===== config.mk =====
export PLATFORM = sky130hd
export DESIGN_NAME = alu_issue_ctrl
export DESIGN_NICKNAME = d
export VERILOG_FILES = /design/src/rtl/alu_issue_ctrl.sv
export SDC_FILE = /design/constraint.sdc
export NUM_CORES = 1
export LEC_CHECK = 0
export CORE_ASPECT_RATIO = 1.25
export CORE_MARGIN = 4
export CORE_UTILIZATION = 45
export CTS_CLUSTER_DIAMETER = 30
export DETAILED_ROUTE_END_ITERATION = 7
export PLACE_DENSITY = 0.76
export SLEW_MARGIN = 25
export SYNTH_ARGS = -nofsm -noshare
export SYNTH_HDL_FRONTEND = slang
export SYNTH_SLANG_ARGS = --single-unit

===== constraint.sdc =====
create_clock -name CLK -period 3.8 [get_ports CLK]
set_clock_uncertainty 0.15 [all_clocks]
set_input_delay 0.57 -clock CLK [delete_from_list [all_inputs] [get_ports CLK]]
set_output_delay 0.57 -clock CLK [all_outputs]
set_load 0.1 [all_outputs]

===== src/rtl/alu_issue_ctrl.sv =====
// alu_issue_ctrl: buffers ALU requests, issues them with exact ALU timing (bubble after multiply),
// captures results at the computed edge and returns them tagged, in order.
module alu_issue_ctrl #(
    parameter int N         = 8,
    parameter int TW        = 4,
    parameter int CMD_DEPTH = 4,
    parameter int RES_DEPTH = 4
) (
    input  logic            CLK,
    input  logic            RST,
    input  logic            IN_VALID,
    output logic            IN_READY,
    input  logic [N-1:0]    IN_OPA,
    input  logic [N-1:0]    IN_OPB,
    input  logic            IN_CIN,
    input  logic            IN_MODE,
    input  logic [3:0]      IN_CMD,
    input  logic [1:0]      IN_INP_VALID,
    input  logic [TW-1:0]   IN_TAG,
    output logic [N-1:0]    ALU_OPA,
    output logic [N-1:0]    ALU_OPB,
    output logic            ALU_CIN,
    output logic            ALU_MODE,
    output logic [3:0]      ALU_CMD,
    output logic [1:0]      ALU_INP_VALID,
    output logic            ALU_CE,
    input  logic [2*N:0]    ALU_RES,
    input  logic [6:0]      ALU_FLAGS,
    output logic            OUT_VALID,
    input  logic            OUT_READY,
    output logic [2*N:0]    OUT_RES,
    output logic [6:0]      OUT_FLAGS,
    output logic [TW-1:0]   OUT_TAG
);
    localparam int CAW = $clog2(CMD_DEPTH);
    localparam int RAW = $clog2(RES_DEPTH);
    localparam int QW  = 2*N + 8 + TW;
    localparam int PW  = 2*N + 8 + TW;
    localparam logic [CAW:0]   C_FULL = (CAW+1)'(CMD_DEPTH);
    localparam logic [RAW:0]   R_FULL = (RAW+1)'(RES_DEPTH);
    localparam logic [RAW+1:0] R_LIM  = (RAW+2)'(RES_DEPTH);

    logic [QW-1:0]  cmd_mem [CMD_DEPTH];
    logic [CAW-1:0] cmd_wp, cmd_rp;
    logic [CAW:0]   cmd_cnt;
    logic [PW-1:0]  res_mem [RES_DEPTH];
    logic [RAW-1:0] res_wp, res_rp;
    logic [RAW:0]   res_cnt, inflight;
    logic           live, bubble;
    logic [3:0]     p_v, p_mul;
    logic [3:0][TW-1:0] p_tag;

    logic [N-1:0]  h_opa, h_opb;
    logic          h_cin, h_mode, h_mul;
    logic [3:0]    h_cmd;
    logic [1:0]    h_iv;
    logic [TW-1:0] h_tag, cap_tag;
    logic          push_in, issue, cap, pop;

    assign {h_opa, h_opb, h_cin, h_mode, h_cmd, h_iv, h_tag} = cmd_mem[cmd_rp];
    assign h_mul    = h_mode && h_iv == 2'b11 && (h_cmd == 4'b1001 || h_cmd == 4'b1010);
    assign IN_READY = live && cmd_cnt != C_FULL;
    assign push_in  = IN_VALID && IN_READY;
    assign issue    = cmd_cnt != '0 && !bubble && ({1'b0, inflight} + {1'b0, res_cnt}) < R_LIM;
    // non-multiply results land 3 edges after issue (stage 2), multiplies 4 edges (stage 3)
    assign cap      = (p_v[2] && !p_mul[2]) || (p_v[3] && p_mul[3]);
    assign cap_tag  = (p_v[3] && p_mul[3]) ? p_tag[3] : p_tag[2];
    assign OUT_VALID = res_cnt != '0;
    assign pop       = OUT_VALID && OUT_READY;
    assign {OUT_RES, OUT_FLAGS, OUT_TAG} = OUT_VALID ? res_mem[res_rp] : '0;
    assign ALU_CE    = live;

    always_ff @(posedge CLK) begin
        if (push_in) cmd_mem[cmd_wp] <= {IN_OPA, IN_OPB, IN_CIN, IN_MODE, IN_CMD, IN_INP_VALID, IN_TAG};
        if (cap) res_mem[res_wp] <= {ALU_RES, ALU_FLAGS, cap_tag};
    end

    always_ff @(posedge CLK or negedge RST) begin
        if (!RST) begin
            live          <= 1'b0;
            bubble        <= 1'b0;
            cmd_wp        <= '0;
            cmd_rp        <= '0;
            cmd_cnt       <= '0;
            res_wp        <= '0;
            res_rp        <= '0;
            res_cnt       <= '0;
            inflight      <= '0;
            p_v           <= '0;
            p_mul         <= '0;
            p_tag         <= '0;
            ALU_OPA       <= '0;
            ALU_OPB       <= '0;
            ALU_CIN       <= 1'b0;
            ALU_MODE      <= 1'b0;
            ALU_CMD       <= '0;
            ALU_INP_VALID <= '0;
        end else begin
            live          <= 1'b1;
            bubble        <= issue && h_mul;
            cmd_wp        <= cmd_wp + CAW'(push_in);
            cmd_rp        <= cmd_rp + CAW'(issue);
            cmd_cnt       <= cmd_cnt + (CAW+1)'(push_in) - (CAW+1)'(issue);
            res_wp        <= res_wp + RAW'(cap);
            res_rp        <= res_rp + RAW'(pop);
            res_cnt       <= res_cnt + (RAW+1)'(cap) - (RAW+1)'(pop);
            inflight      <= inflight + (RAW+1)'(issue) - (RAW+1)'(cap);
            p_v           <= {p_v[2:0], issue};
            p_mul         <= {p_mul[2:0], issue && h_mul};
            p_tag         <= {p_tag[2:0], h_tag};
            ALU_OPA       <= issue ? h_opa : '0;
            ALU_OPB       <= issue ? h_opb : '0;
            ALU_CIN       <= issue && h_cin;
            ALU_MODE      <= issue && h_mode;
            ALU_CMD       <= issue ? h_cmd : '0;
            ALU_INP_VALID <= issue ? h_iv : '0;
        end
    end

    // credits guarantee a free result slot at every capture
    always_ff @(posedge CLK)
        if (RST) assert (!(cap && res_cnt == R_FULL && !pop));
endmodule


==> flow_summary.ini <==
[worst_setup_path]
required_ps = 3080
max_stage_delay_ps = 800
r2r_cells = 12
setup.worst_path.end_class = output pin
crit_slowest_cell = dfrtp_4
worstPathArrival_ps = 2330
cp_top_family = flip-flops
r2r_setup_slack_ps = 790
regToRegStartpoint = res_cnt[2]
rr_endpoint = cmd_cnt[2]
crit_type = flop to output pin
setup.worst_path.start_class = flop
crit_chain = mux4_2, nor2b_1, buf_4
path_buf_inv = 1
cp_max_fo = 29

[die]
die-width_um = 145.7
ios = 111
die_area_sq_um = 26240
initial_core_util_pct = 45.97
core_area_sq_um = 23190
rows = 62
die_y_um = 180.1

[timing]
grt_setup_unrepaired = no
finalMaxSlewViolations = 0
max_slew.worst_pin.slew_ps = 995.7
slew_headroom_pct = 33.41
fin_crit_ps = 3049
hold_viol_final = 0
min_period_over_period_pct = 80.24
hold_ws_ps = 196.2
finalSetupViolCount = 0
timing.fmax_mhz = 328.0
tns_ps = 0

[routing]
drt_iter0_markers = 181
num_vias = 4969
ant_nets = 0
drc_errors = 0
wire_per_inst_um = 19.88
firstDrtPassIters = 4
vias_per_cell = 5.203
wl_um = 18990

[grt]
grt-ovfl-total = 0
grt_max_degree = 48
grt_pass1_wl_um = 30830
gr-usage-all-layers_pct = 14.80
first_global_vias = 5678
antenna_found_initial = 0

[status]
status = finished clean

[clock_tree]
cts.sinks = 290
cts_buffers = 43
cts_buffer_depth = 3
root_buffer = clkbuf_16
clk_pin_slew_worst_paths_ps = 50
insertion_delay_ps = 510
cts_tree = yes
cts_max_level = 2
post_cts_resized = 0
post_cts_buffers = 0

[final_layout]
nets = 704
final_area_sq_um = 13630
n_antenna_cell = 0
fin_util_pct = 58.78
area_growth_pct = 27.86
final_common_cell = edfxtp_1
final_cell_mix = 224 x edfxtp_1, 80 x clkdlybuf4s50_1, 64 x dfrtp_1
drive_gt1_share_pct = 28.19

[placed_design]
place_area_sq_um = 12100
io_buffers = 110
dp_hpwl_um = 11490
place.gp.congestion = 0.7011

[worst_hold_path]
hp-start = p_tag[0]
hold_depth = 0
hold_path.class = flop to flop
worstHoldEndpoint = p_tag[4]

[synth]
synth-seq-cells = 290
yosysWarnings = 0
netlist_instances = 480
synth_top_area_share_pct = 63.08
yosysTopAreaCell = edfxtp_1
synth_area_leaders = edfxtp_1 63%, dfrtp_1 15%, mux4_2 11%, nor2b_1 3.1%, ha_1 1.4%
synth.distinct_cells = 27
syn_area_sq_um = 10660
avgSynthCellArea_sq_um = 22.21
synth_nets = 551
synth_seq_area_share_pct = 78.57

[run]
maxCapViolations = 0
[through the flow]
stage / cells / worst slack [ps]
6_report: 955 / 750.8
5_1_grt: 955 / 607.0
4_1_cts: 955 / 426.1
3_5_place_dp: 875 / 805.9
3_3_place_gp: 875 / 885.8
2_1_floorplan: 480 / -210.3
[worst register-to-register path: cells and delay by family (launching register included)]
family,cells,cell delay [ps]
AOI/OAI and AO/OA,1,150
xor gates and xnor gates,2,290
adders and majority gates,4,1080
buffers and inverters,4,530
DFF,1,420
and+or+nand+nor,1,310
[area by class of cell]
type,instances,area [sq um]
Fill cell,1675,9562
Tap cell,288,360.3
Clock buffer,52,1194
Clock inverter,27,322.8
Sequential cell,290,8383
Inverter,15,56.30
Multi-Input combinational cell,158,2176
Timing Repair Buffer,125,1141
[worst max-delay path by stage]
stage / cells after the start / endpoint / start / slack (ps)
after CTS: 3 / OUT_TAG[2] / res_rp[0] / 430
after global placement: 12 / cmd_cnt[2] / res_cnt[2] / 890
after detailed placement: 12 / cmd_cnt[2] / res_cnt[2] / 810
final: 3 / OUT_TAG[2] / res_rp[0] / 750
after global routing: 3 / OUT_FLAGS[0] / res_rp[0] / 610
after floorplan: 2 / cmd_mem[1][0] / ALU_CE / -210
[per-layer routing]
layer / track usage, % / wire (um) / vias up
met2: 26.24 / 9999 / 167
met1: 17.49 / 7369 / 2573
met3: 4.403 / 1211 / 29
met5: 0 / 0 / -
met4: 4.371 / 407 / 0
li1: - / - / 2200
[synthesized netlist by cell type]
library cell  number
dfrtp_1           66
xor2_1             5
nor2b_1           53
nand4b_4           1
mux4_2            51
ha_1              12
inv_1             15
nand2_1            1
clkbuf_1           5
mux2_2             4
conb_1             1
o21ai_0            1
xnor2_1            6
nor4_2             1
fa_1               3
edfxtp_1         224
buf_4              5
nand3_1            1
nor3_1             3
and3_1             2
buf_6              1
nor4b_2            1
o311ai_2           2
buf_2              6
mux4_1             5
nor3b_1            4
o31a_1             1
[cell families after synthesis]
| kind of cell | after synthesis | synth area share (%) |
|---|---|---|
| xor gates and xnor gates | 11 | 0.9035 |
| DFF | 290 | 78.57 |
| AOI/OAI and AO/OA | 4 | 0.4341 |
| other | 1 | 0.03517 |
| and+or+nand+nor | 67 | 4.212 |
| muxes | 60 | 12.43 |
| adders and majority gates | 15 | 1.971 |
| buffers and inverters | 32 | 1.443 |
[flip-flops by register name, indices dropped and copies added (netlist names), 3 cells and up]
signal	cells
ALU_CMD	4
ALU_OPA	8
ALU_OPB	8
cmd_cnt	3
cmd_mem	112
inflight	3
p_mul	4
p_tag	16
p_v	4
res_cnt	3
res_mem	112
[repair_timing]
| action | CTS | global route |
|---|---|---|
| hold endpoints to repair | 46 | 0 |
| setup endpoints to repair | 0 | 0 |
| hold buffers | 1 | 0 |
Power is left out: the tool's default activity adds up to more than one toggle a clock period on the data nets, which glitch-free logic cannot reach.
